`src/rtl/alu_op_sequencer_if.sv`:
```
// Command/response handshake bundle between an issuing client and alu_op_sequencer.
// master = client side (issues commands, consumes responses); slave = sequencer side.
interface alu_op_sequencer_if #(
  parameter int WIDTH  = 4,
  parameter int REG_AW = 2
);
  logic              cmd_valid;
  logic              cmd_ready;
  logic              cmd_load;
  logic [2:0]        cmd_op;
  logic [REG_AW-1:0] cmd_rd;
  logic [REG_AW-1:0] cmd_rs1;
  logic [REG_AW-1:0] cmd_rs2;
  logic [WIDTH-1:0]  cmd_imm;

  logic              rsp_valid;
  logic              rsp_ready;
  logic [WIDTH-1:0]  rsp_data;
  logic [2:0]        rsp_flags;

  modport master (
    output cmd_valid, cmd_load, cmd_op, cmd_rd, cmd_rs1, cmd_rs2, cmd_imm, rsp_ready,
    input  cmd_ready, rsp_valid, rsp_data, rsp_flags
  );

  modport slave (
    input  cmd_valid, cmd_load, cmd_op, cmd_rd, cmd_rs1, cmd_rs2, cmd_imm, rsp_ready,
    output cmd_ready, rsp_valid, rsp_data, rsp_flags
  );
endinterface

```
`src/rtl/alu_op_sequencer.sv`:
```
// Issue stage for a combinational 4-bit ALU: accepts register-addressed commands, drives the
// ALU for one EXEC cycle, writes the result back and returns it on a response handshake.
module alu_op_sequencer #(
  parameter int WIDTH  = 4,
  parameter int NREG   = 4,
  parameter int REG_AW = 2
) (
  input  logic              clk,
  input  logic              rst,
  alu_op_sequencer_if.slave bus,
  output logic [WIDTH-1:0]  o_alu_a,
  output logic [WIDTH-1:0]  o_alu_b,
  output logic [2:0]        o_alu_ch,
  input  logic [WIDTH-1:0]  i_alu_f,
  input  logic              i_zero_f,
  input  logic              i_over_f,
  input  logic              i_cout_f
);

  typedef enum logic [1:0] {
    ST_IDLE = 2'd0,
    ST_EXEC = 2'd1,
    ST_RESP = 2'd2
  } state_t;

  state_t            r_state;
  logic [WIDTH-1:0]  r_regs [NREG];
  logic              r_load;
  logic [REG_AW-1:0] r_rd;
  logic [WIDTH-1:0]  r_imm;
  logic [WIDTH-1:0]  r_alu_a;
  logic [WIDTH-1:0]  r_alu_b;
  logic [2:0]        r_alu_ch;
  logic              r_rsp_valid;
  logic [WIDTH-1:0]  r_rsp_data;
  logic [2:0]        r_rsp_flags;
  logic              w_cmd_fire;

  // Ready is a pure decode of the state register, so rsp_ready never reaches it combinationally.
  assign bus.cmd_ready = (r_state == ST_IDLE) & ~rst;
  assign w_cmd_fire    = bus.cmd_valid & bus.cmd_ready;

  assign bus.rsp_valid = r_rsp_valid;
  assign bus.rsp_data  = r_rsp_data;
  assign bus.rsp_flags = r_rsp_flags;
  assign o_alu_a       = r_alu_a;
  assign o_alu_b       = r_alu_b;
  assign o_alu_ch      = r_alu_ch;

  // NOTE: state uses non-blocking assignments so every flop samples pre-edge values; the
  // register file is reset explicitly because a reset must leave every register reading 0.
  always_ff @(posedge clk or posedge rst) begin
    if (rst) begin
      r_state     <= ST_IDLE;
      for (int i = 0; i < NREG; i++) r_regs[i] <= '0;
      r_load      <= 1'b0;
      r_rd        <= '0;
      r_imm       <= '0;
      r_alu_a     <= '0;
      r_alu_b     <= '0;
      r_alu_ch    <= '0;
      r_rsp_valid <= 1'b0;
      r_rsp_data  <= '0;
      r_rsp_flags <= '0;
    end else begin
      case (r_state)
        ST_IDLE: begin
          if (w_cmd_fire) begin
            r_load <= bus.cmd_load;
            r_rd   <= bus.cmd_rd;
            r_imm  <= bus.cmd_imm;
            // No writeback can land between acceptance and EXEC, so reading the operands here
            // presents exactly the EXEC-time register values, and holds them afterwards.
            if (!bus.cmd_load) begin
              r_alu_a  <= r_regs[bus.cmd_rs1];
              r_alu_b  <= r_regs[bus.cmd_rs2];
              r_alu_ch <= bus.cmd_op;
            end
            r_state <= ST_EXEC;
          end
        end

        ST_EXEC: begin
          if (r_load) begin
            r_regs[r_rd] <= r_imm;
            r_rsp_data   <= r_imm;
            r_rsp_flags  <= {(r_imm == '0), 2'b00};
          end else begin
            r_regs[r_rd] <= i_alu_f;
            r_rsp_data   <= i_alu_f;
            r_rsp_flags  <= {i_zero_f, i_over_f, i_cout_f};
          end
          r_rsp_valid <= 1'b1;
          r_state     <= ST_RESP;
        end

        ST_RESP: begin
          if (bus.rsp_ready) begin
            r_rsp_valid <= 1'b0;
            r_state     <= ST_IDLE;
          end
        end

        default: r_state <= ST_IDLE;
      endcase
    end
  end

endmodule

```
`src/flat_wrapper.sv`:
```
// flat-port wrapper written by rule: the top's interface ports become plain ports
module alu_op_sequencer_flat 
#(
  parameter int WIDTH  = 4,
  parameter int NREG   = 4,
  parameter int REG_AW = 2
)
  (clk, rst, o_alu_a, o_alu_b, o_alu_ch, i_alu_f, i_zero_f, i_over_f, i_cout_f, bus_cmd_valid, bus_cmd_load, bus_cmd_op, bus_cmd_rd, bus_cmd_rs1, bus_cmd_rs2, bus_cmd_imm, bus_rsp_ready, bus_cmd_ready, bus_rsp_valid, bus_rsp_data, bus_rsp_flags);
  alu_op_sequencer_if #(.WIDTH(WIDTH), .REG_AW(REG_AW)) bus_i ();
  input  logic clk;
  input  logic rst;
  output logic [WIDTH-1:0] o_alu_a;
  output logic [WIDTH-1:0] o_alu_b;
  output logic [2:0] o_alu_ch;
  input  logic [WIDTH-1:0] i_alu_f;
  input  logic i_zero_f;
  input  logic i_over_f;
  input  logic i_cout_f;
  input wire logic [$bits(bus_i.cmd_valid)-1:0] bus_cmd_valid;
  input wire logic [$bits(bus_i.cmd_load)-1:0] bus_cmd_load;
  input wire logic [$bits(bus_i.cmd_op)-1:0] bus_cmd_op;
  input wire logic [$bits(bus_i.cmd_rd)-1:0] bus_cmd_rd;
  input wire logic [$bits(bus_i.cmd_rs1)-1:0] bus_cmd_rs1;
  input wire logic [$bits(bus_i.cmd_rs2)-1:0] bus_cmd_rs2;
  input wire logic [$bits(bus_i.cmd_imm)-1:0] bus_cmd_imm;
  input wire logic [$bits(bus_i.rsp_ready)-1:0] bus_rsp_ready;
  output wire logic [$bits(bus_i.cmd_ready)-1:0] bus_cmd_ready;
  output wire logic [$bits(bus_i.rsp_valid)-1:0] bus_rsp_valid;
  output wire logic [$bits(bus_i.rsp_data)-1:0] bus_rsp_data;
  output wire logic [$bits(bus_i.rsp_flags)-1:0] bus_rsp_flags;
  assign bus_i.cmd_valid = bus_cmd_valid;
  assign bus_i.cmd_load = bus_cmd_load;
  assign bus_i.cmd_op = bus_cmd_op;
  assign bus_i.cmd_rd = bus_cmd_rd;
  assign bus_i.cmd_rs1 = bus_cmd_rs1;
  assign bus_i.cmd_rs2 = bus_cmd_rs2;
  assign bus_i.cmd_imm = bus_cmd_imm;
  assign bus_i.rsp_ready = bus_rsp_ready;
  assign bus_cmd_ready = bus_i.cmd_ready;
  assign bus_rsp_valid = bus_i.rsp_valid;
  assign bus_rsp_data = bus_i.rsp_data;
  assign bus_rsp_flags = bus_i.rsp_flags;
  alu_op_sequencer #(.WIDTH(WIDTH), .NREG(NREG), .REG_AW(REG_AW)) u_core (.clk(clk), .rst(rst), .bus(bus_i), .o_alu_a(o_alu_a), .o_alu_b(o_alu_b), .o_alu_ch(o_alu_ch), .i_alu_f(i_alu_f), .i_zero_f(i_zero_f), .i_over_f(i_over_f), .i_cout_f(i_cout_f));
endmodule
```
`config.mk`:
```
export PLATFORM = sky130hd
export DESIGN_NAME = alu_op_sequencer_flat
export DESIGN_NICKNAME = d
export VERILOG_FILES = /design/src/rtl/alu_op_sequencer_if.sv /design/src/rtl/alu_op_sequencer.sv /design/src/flat_wrapper.sv
export SDC_FILE = /design/constraint.sdc
export NUM_CORES = 1
export LEC_CHECK = 0
export ABC_AREA = 0
export BUFFER_PORTS_ARGS = -buffer_cell sky130_fd_sc_hd__buf_4
export CORE_ASPECT_RATIO = 1.4
export CORE_MARGIN = 2
export CORE_UTILIZATION = 50
export CTS_CLUSTER_SIZE = 25
export DETAILED_ROUTE_END_ITERATION = 7
export PLACE_DENSITY = 0.75
export SLEW_MARGIN = 0
export SYNTH_ARGS = -nofsm -noshare
export SYNTH_HDL_FRONTEND = slang
export SYNTH_SLANG_ARGS = --single-unit
```
`constraint.sdc`:
```
create_clock -name clk -period 2 [get_ports clk]
set_input_delay 0.1 -clock clk [delete_from_list [all_inputs] [get_ports clk]]
set_output_delay 0.1 -clock clk [all_outputs]
set_load 0.005 [all_outputs]
```
==> results.toml, run 1 <==
[status]
status = "complete, no violations"

[sta]
min_period_over_period_pct = 83.26
clock_skew_ns = 0.005354
rsz0062_at_grt = "no"
maxSlewHeadroom_pct = 54.41
worstMarginPinSlew_ns = 0.6832
finalMaxSlewViolations = 0
hold_slack_ns = 0.01814
fmax_mhz = 600.5
hold_violations = 0
setup-tns-final_ns = 0
finalSetupViolCount = 0
period_needed_ns = 1.665

[cts]
cts_inserted_buffers = 5
clk_latency_ns = 0.30
cts_htree_levels = 2
post_cts_buffers = 0
cts_hold_buf = 1
root_buffer = "clkbuf_8"
cts_resized = 0
cts.sink_count = 44
clockBufferDepth = 2
tritoncts = "built"
clkTransAtPathRegs_ns = 0.08

[detailed_routing]
drc = 0
wl_per_cell_um = 16.57
drtPass1Iterations = 4
ant_nets = 0
via_per_inst = 5.523
route.final.wire_length_um = 3993
drtIter0Drc = 28
dr_total_vias = 1331

[placement]
place_congestion = 0.8255
port_buffers = 44

[layout]
drive_gt1_share_pct = 42.93
final_cell_mix = "buf_4, dfrtp_1, nor2_1, a21oi_1"
n_fill_cell = 312
nets = 223
final_common_cell = "buf_4"
area_growth_pct = 24.33
antenna-diode-count = 0

[power_and_ir_drop]
leakage_uw = 0.001113
ir_worst_vdd_mv = 0.7820
p_per_area_nw_per_um2 = 1270
total_power_uw = 3101

[worst_setup_path]
cp-endpoint = "u_core.o_alu_a[0]$_DFFE_PP0P_"
worstPathCellList = "nor4b_4 > and2b_4 > mux2_2"
critPathLaunch = "u_core.r_state[1]$_DFFE_PP0P_"
startpoint_type = "flip-flop"
r2r_slack_ns = 0.33
r2r-start = "u_core.r_state[1]$_DFFE_PP0P_"
path_delay_family = "simple AND/OR/NAND/NOR gates"
slowest_delay_ns = 0.50
path_depth = 3
crit_buf_inv = 0
slowest_stage = "dfrtp_1"
rr_worst_depth = 3
crit_arrival_ns = 1.85
regToRegEndpoint = "u_core.o_alu_a[0]$_DFFE_PP0P_"
cp.required_ns = 2.18
cp-end-kind = "flip-flop"
critPathKind = "flip-flop to flip-flop"
cp_max_fo = 12

[global_route]
grt_util_met1_pct = 23.46
antenna_found_initial = 0
grt_pass1_vias = 1457
grtUsageMet2_pct = 34.94
grt-ovfl-total = 0
grt_usage_pct = 20.18
grt_max_degree = 20
grt_pass1_wl_um = 6824
grt_use_met3_pct = 5.107
grt-busiest-layer = "met2"

[synth]
yosys.area.top_type = "dfrtp_1"
yosys_warnings = 0
ys_seq_elements = 44
ys_top_cells_by_area = "dfrtp_1, mux4_2, mux2_4"
netlist_area_um2 = 1964
seq_area_frac_synth_pct = 56.05
yosys.area.top_type_share_pct = 56.05
syn_avg_cell_area_um2 = 13.36
synthCells = 147
yosysUniqueCellTypes = 22
synth_nets = 172

[die]
chipHeight_um = 78.17
core_um2 = 3851
row_count = 27
start_util_pct = 51.01
die_x_um = 56.98
ios = 45
die_area_um2 = 4453

[run]
maxCapViolCount = 0

[hold_path]
min_path_type = "input pin to flip-flop"
-- metrics by stage --
stage / std cells / utilization, % / setup slack (ns) / instance area (µm²)
3_3_place_gp: 233 / 60.66 / 0.4238 / 2336
4_1_cts: 241 / 63.42 / 0.3385 / 2442
3_5_place_dp: 233 / 60.66 / 0.3495 / 2336
2_1_floorplan: 147 / - / 0.2512 / 1964
6_report: 241 / 63.42 / 0.3348 / 2442
5_1_grt: 241 / 63.42 / 0.2483 / 2442
-- Yosys cell counts --
cell type	count
nand4b_1	1
o21ai_0	12
inv_1	2
mux4_2	8
a21oi_1	14
buf_12	1
nand2_1	12
clkbuf_1	4
nor4bb_1	2
mux2_2	8
buf_6	2
and2b_4	1
or2b_1	1
nor4b_4	1
dfrtp_1	44
nor2_1	14
mux2i_1	5
nor4b_2	1
mux2_4	9
nor4_1	1
nand2b_1	3
nor3_1	1
-- power breakdown --
group	switching, µW	internal, µW
registers	272	1250
clock network	283	307
logic	355	634
-- cell families after synthesis --
kind of cell | Yosys count | share of synthesized area, %
AOI/OAI and AO/OA | 26 | 6.624
buffers and inverters | 9 | 3.312
DFF | 44 | 56.05
and+or+nand+nor | 38 | 10.83
muxes | 30 | 23.18
-- routing by layer --
layer	vias up	share of wire (%)	wire length, µm
li1	623	-	-
met3	9	6.6	265
met1	643	39	1543
met4	0	2.1	84
met2	56	53	2100
met5	-	0	0
-- worst min path at each step --
stage / cells past startpoint / startpoint / end / slack (ns)
after floorplan: 1 / rst / u_core.r_state[0]$_DFFE_PP0P_ / 0.20
after global placement: 2 / rst / u_core.bus.rsp_valid$_DFFE_PP0P_ / 0.26
after detailed placement: 2 / rst / u_core.bus.rsp_valid$_DFFE_PP0P_ / 0.28
after CTS: 2 / bus_rsp_ready / u_core.r_state[1]$_DFFE_PP0P_ / 0.02
after global routing: 2 / bus_cmd_op[2] / u_core.o_alu_ch[2]$_DFFE_PP0P_ / 0.02
final: 2 / bus_rsp_ready / u_core.r_state[1]$_DFFE_PP0P_ / 0.02
-- cell type report --
type                            instances  area, µm²  share of cell area (%)
Multi-Input combinational cell         94      798.3                   32.68
Timing Repair Buffer                   51      385.4                   15.78
Sequential cell                        44       1101                   45.08
Tap cell                               43      53.80                   2.203
Inverter                                2      7.507                  0.3074
Clock buffer                            7      96.34                   3.945
-- state kept, by name (all words and copies together), names as in the netlist --
name                  flops
u_core.bus.rsp_data       4
u_core.bus.rsp_flags      3
u_core.bus.rsp_valid      1
u_core.o_alu_a            4
u_core.o_alu_b            4
u_core.o_alu_ch           3
u_core.r_imm              4
u_core.r_load             1
u_core.r_rd               2
u_core.r_regs            16
u_core.r_state            2
Power figures use the tool's default switching activity.
==> run 2, diff against run 1 <==
- CORE_UTILIZATION: 50 -> 48
- clock period: 2 -> 1.5 ns (I/O delays scaled with it)
==> run 2 against run 1 <==
- clock power rose by 110%
- power up 50%
- global-route usage is 0.61 points lower
- final cell count up 4.1%
- via count rose by 5.0%
- combinational power increased by 39%
- wire length up 2.6%
- first-iteration DRC count is 50% higher
==> results.toml, run 2 (synthesized netlist as in run 1, its figures left out) <==
[sta]
worstMarginPinSlew_ns = 0.4697
finalSetupViolCount = 0
maxSlewHeadroom_pct = 67.79
min_period_over_period_pct = 99.08
clock_skew_ns = 0.007319
fmax_mhz = 672.9
finalMaxSlewViolations = 0
setup_ws_ns = 0.01382
rsz0062_at_grt = "yes"
period_needed_ns = 1.486
hold_violations = 0

[die]
start_util_pct = 50.13
ios = 45
die_area_um2 = 4627
chipHeight_um = 79.69
die_x_um = 58.07
row_count = 27
core_um2 = 3919

[layout]
drive_gt1_share_pct = 43.75
utilization_pct = 66.25
top_register = "u_core.r_regs"
instances_no_fill = 251
register_area_um2 = 1101
area_growth_pct = 32.17
largest_reg_flops = 16
n_fill_cell = 304
final_common_cell = "buf_4"
multi_input_area_um2 = 815.8
final_cell_area_um2 = 2596
antenna-diode-count = 0
nets = 232
final_cell_mix = "buf_4, dfrtp_1, nor2_1, a21oi_1"

[worst_setup_path]
slowest_delay_ns = 0.41
regToRegEndpoint = "u_core.o_alu_b[3]$_DFFE_PP0P_"
cp-end-kind = "flip-flop"
cp.required_ns = 1.68
cp_max_fo = 6
worstPathCellList = "nor4b_4 > and2b_4 > mux2_4"
startpoint_type = "flip-flop"
r2r_slack_ns = 0.01
r2r-start = "u_core.r_state[1]$_DFFE_PP0P_"
critPathKind = "flip-flop to flip-flop"
rr_worst_depth = 3
slowest_stage = "dfrtp_1"
crit_arrival_ns = 1.67

[hold_path]
holdPathStages = 2
hp-start = "bus_cmd_imm[0]"
min_path_type = "input pin to flip-flop"
min_to = "u_core.r_imm[0]$_DFFE_PP0P_"

[cts]
clk_latency_ns = 0.30
cts_htree_levels = 2
tritoncts = "built"
clkTransAtPathRegs_ns = 0.08
cts.sink_count = 44
clockBufferDepth = 2
cts_inserted_buffers = 5
root_buffer = "clkbuf_8"

[power_and_ir_drop]
ir_worst_vdd_mv = 1.186
p_sw_share_pct = 27.21
power_frac_comb_pct = 29.6
p_per_area_nw_per_um2 = 1789
total_power_uw = 4644
seq_power_share_pct = 43.6
p_sw_uw = 1264
leakage_uw = 0.001192
internal_power_uw = 3380
power_frac_clock_pct = 26.8

[detailed_routing]
wl_met3_um = 279
route.final.wire_length_um = 4097
dr_total_vias = 1398
wl_per_cell_um = 16.32
via_per_inst = 5.570
drc = 0
wl_met2_um = 2155
drtIter0Drc = 42
drtPass1Iterations = 4
highest_layer = "met4"
ant_nets = 0
met1_length_um = 1645

[global_route]
grt_usage_pct = 19.57
grt_pass1_vias = 1412
antenna_found_initial = 0
grt-ovfl-total = 0
grt_max_degree = 25
grt_pass1_wl_um = 6803

[run]
maxCapViolCount = 0

[placement]
placed_cell_area_um2 = 2351
dp.cells = 235
post-place-ws_ns = -0.008262
place_congestion = 0.8519
port_buffers = 44
dp_hpwl_um = 2957

[status]
status = "complete, no violations"
## run 2: cell count changes in the layout (fill, tap and decap cells not counted)
cell | previous run | this run
and2b_4 | 1 | 2
buf_4 | 50 | 53
buf_6 | 0 | 1
bufinv_16 | 0 | 3
clkbuf_8 | 7 | 5
dlygate4sd3_1 | 1 | 5
mux2_2 | 8 | 6
mux2_4 | 9 | 11
## run 2: layout make-up
type,count,area share [%]
repair buffers,59,17.69
inverters,2,0.2892
clock inverters,3,3.470
clock buffers,5,2.651
multi-input cells,95,31.42
well taps,43,2.072
flip-flops and latches,44,42.41
## run 2: what timing repair did
action,CTS,global route
gates resized for setup,1,4
hold endpoints to repair,47,1
gates cloned,1,0
setup endpoints to repair,2,18
setup buffers,2,0
hold buffers,4,1
## run 2: through the flow
| step | hold WS [ns] | TNS (ns) |
|---|---|---|
| 2_1_floorplan | 0.1752 | -2.449 |
| 3_3_place_gp | 0.1676 | 0 |
| 3_5_place_dp | 0.1869 | -0.01366 |
| 4_1_cts | 0.002109 | -0.07275 |
| 5_1_grt | 0.008722 | -0.5719 |
| 6_report | 0.008158 | 0 |
## run 2: worst max-delay path by stage
stage / depth (start not counted) / to / start
4_1_cts: 3 / u_core.o_alu_b[1]$_DFFE_PP0P_ / u_core.r_state[1]$_DFFE_PP0P_
3_5_place_dp: 3 / u_core.o_alu_b[3]$_DFFE_PP0P_ / u_core.r_state[1]$_DFFE_PP0P_
2_1_floorplan: 5 / u_core.o_alu_a[1]$_DFFE_PP0P_ / u_core.r_state[1]$_DFFE_PP0P_
3_3_place_gp: 3 / u_core.o_alu_b[3]$_DFFE_PP0P_ / u_core.r_state[1]$_DFFE_PP0P_
5_1_grt: 3 / u_core.o_alu_a[0]$_DFFE_PP0P_ / u_core.r_state[1]$_DFFE_PP0P_
6_report: 3 / u_core.o_alu_b[3]$_DFFE_PP0P_ / u_core.r_state[1]$_DFFE_PP0P_
## run 2: worst max-delay path: cells and delay by family (launching register included)
kind	cells	cell delay, ns
flip-flops	1	0.41
multiplexers	1	0.31
AND/OR/NAND/NOR	2	0.66
## run 2: power groups by stage
stage	Sequential [µW]	Clock (µW)	Combinational (µW)
final	2030	1240	1370
after global routing	2090	1310	1510
after CTS	2030	1260	1370
after detailed placement	2040	0	1350
after global placement	2000	0	1280
after floorplan	1950	0	823
## run 2: metal layers
layer / vias to the layer above / track usage [%]
li1: 642 / -
met4: 0 / 4.884
met1: 694 / 24.53
met3: 2 / 4.862
met2: 60 / 33.64
met5: - / 0
==> run 3, diff against run 2 <==
- CORE_UTILIZATION: 48 -> 35
- PLACE_DENSITY: 0.75 -> default
==> run 3 against run 2 <==
- sequential share of layout area shrank 0.16 points
- flip-flop and latch count unchanged
- via count fell by 5.3%
- die area rose by 35%
- design area is 0.39% higher
- setup slack better by 0.0064 ns
- global-route usage is 5.9 points lower
- power is 7.5% lower
- core utilization decreased by 18 points
- maximum frequency grew 0.43%
- non-clock buffer count grew 3
- first-iteration DRC count down 4.8%
- critical endpoint is now u_core.o_alu_b[1]$_DFFE_PP0P_
==> results.toml, run 3 (synthesized netlist as in run 1, its figures left out) <==
[power_and_ir_drop]
leakage_uw = 0.001176
power_frac_comb_pct = 32.0
power_frac_clock_pct = 20.9
internal_power_uw = 3069
p_sw_uw = 1227
ir_worst_vdd_mv = 0.7101
p_sw_share_pct = 28.55
p_per_area_nw_per_um2 = 1648
seq_power_share_pct = 47.1
total_power_uw = 4296

[detailed_routing]
ant_nets = 0
drtPass1Iterations = 4
route.final.wire_length_um = 3927
drc = 0
drtIter0Drc = 40
via_per_inst = 4.763
dr_total_vias = 1324
wl_per_cell_um = 14.13

[die]
core_um2 = 5445
die_x_um = 67.32
row_count = 32
start_util_pct = 36.08
chipHeight_um = 92.64
ios = 45
die_area_um2 = 6236

[cts]
cts.sink_count = 44
clk_latency_ns = 0.29
cts_inserted_buffers = 5
root_buffer = "clkbuf_8"
clkTransAtPathRegs_ns = 0.08
tritoncts = "built"
clockBufferDepth = 2
cts_htree_levels = 2

[global_route]
grt_pass1_vias = 1335
antenna_found_initial = 0
grt-busiest-layer = "met2"
grt_max_degree = 27
grt_pass1_wl_um = 6348
grtUsageMet2_pct = 22.52
grt_usage_pct = 13.67
grt_use_met3_pct = 3.888
grt_util_met1_pct = 16.93
grt-ovfl-total = 0

[layout]
drive_gt1_share_pct = 43.33
final_cell_mix = "buf_4, dfrtp_1, nor2_1, a21oi_1"
nets = 234
largest_reg_flops = 16
n_fill_cell = 548
final_common_cell = "buf_4"
utilization_pct = 47.86
antenna-diode-count = 0
area_growth_pct = 32.68
register_area_um2 = 1101
multi_input_area_um2 = 805.8
top_register = "u_core.r_regs"
instances_no_fill = 278

[sta]
hold_violations = 0
fmax_mhz = 675.8
finalSetupViolCount = 0
finalMaxSlewViolations = 0
period_needed_ns = 1.480
rsz0062_at_grt = "yes"
maxSlewHeadroom_pct = 52.44
hold_slack_ns = 0.01172
clock_skew_ns = 0.006367
setup-tns-final_ns = 0
min_period_over_period_pct = 98.65
worstMarginPinSlew_ns = 0.7091

[worst_setup_path]
slowest_delay_ns = 0.41
worstPathCellList = "nor4b_4 > and2b_4 > mux2_4"
cp_max_fo = 12
cp-end-kind = "flip-flop"
rr_worst_depth = 3
regToRegEndpoint = "u_core.o_alu_b[1]$_DFFE_PP0P_"
cp.required_ns = 1.68
startpoint_type = "flip-flop"
r2r-start = "u_core.r_state[1]$_DFFE_PP0P_"
slowest_stage = "dfrtp_1"
r2r_slack_ns = 0.02
critPathKind = "flip-flop to flip-flop"
crit_arrival_ns = 1.66

[placement]
place_congestion = 0.6700
port_buffers = 44
dp_hpwl_um = 2927
dp.cells = 262

[run]
maxCapViolCount = 0

[hold_path]
holdPathStages = 2
min_path_type = "input pin to flip-flop"
min_to = "u_core.r_imm[0]$_DFFE_PP0P_"
hp-start = "bus_cmd_imm[0]"

[status]
status = "complete, no violations"
==> run 3: metrics by stage <==
stage | setup WS [ns] | area, µm²
4_1_cts | 0.01017 | 2586
2_1_floorplan | -0.2412 | 1964
6_report | 0.02020 | 2606
3_3_place_gp | 0.02515 | 2410
3_5_place_dp | -0.01309 | 2410
5_1_grt | -0.03700 | 2606
==> run 3: repair_timing <==
item / CTS / global route
hold buffers: 5 / 2
endpoints found under the setup margin: 2 / 11
resized for setup: 2 / 0
endpoints found under the hold margin: 22 / 2
setup buffers: 1 / 0
==> run 3: worst max-delay path, delay by kind of cell, from the launching register on <==
kind	cells	cell delay [ns]
DFF	1	0.41
muxes	1	0.33
and+or+nand+nor	2	0.63
==> run 3: layer usage <==
layer | vias up | wire [µm]
met1 | 626 | 1688
li1 | 649 | -
met4 | 0 | 46
met5 | - | 0
met2 | 45 | 1969
met3 | 4 | 223
==> run 3: area by class of cell <==
| class | count | share of cell area (%) |
|---|---|---|
| Clock buffer | 5 | 2.640 |
| Timing Repair Buffer | 62 | 19.01 |
| Clock inverter | 3 | 1.632 |
| Tap cell | 68 | 3.265 |
| Inverter | 2 | 0.2880 |
| Multi-Input combinational cell | 94 | 30.92 |
| Sequential cell | 44 | 42.25 |
==> run 3: how the worst max path moves through the flow <==
stage                                                end                     startpoint  depth (start not counted)
after floorplan            u_core.o_alu_a[1]$_DFFE_PP0P_  u_core.r_state[1]$_DFFE_PP0P_                          5
after global placement     u_core.o_alu_a[0]$_DFFE_PP0P_  u_core.r_state[1]$_DFFE_PP0P_                          3
after detailed placement   u_core.o_alu_b[3]$_DFFE_PP0P_  u_core.r_state[1]$_DFFE_PP0P_                          3
after CTS                 u_core.o_alu_ch[1]$_DFFE_PP0P_  u_core.r_state[1]$_DFFE_PP0P_                          3
after global routing      u_core.o_alu_ch[2]$_DFFE_PP0P_  u_core.r_state[1]$_DFFE_PP0P_                          3
final                      u_core.o_alu_b[1]$_DFFE_PP0P_  u_core.r_state[1]$_DFFE_PP0P_                          3
==> run 3: power groups by stage <==
stage               clock, µW  sequential (µW)  combinational (µW)
floorplan                   0             1950                 823
global placement            0             2030                1320
detailed placement          0             2050                1360
CTS                       933             2030                1400
global route              980             2090                1530
finish                    896             2020                1380
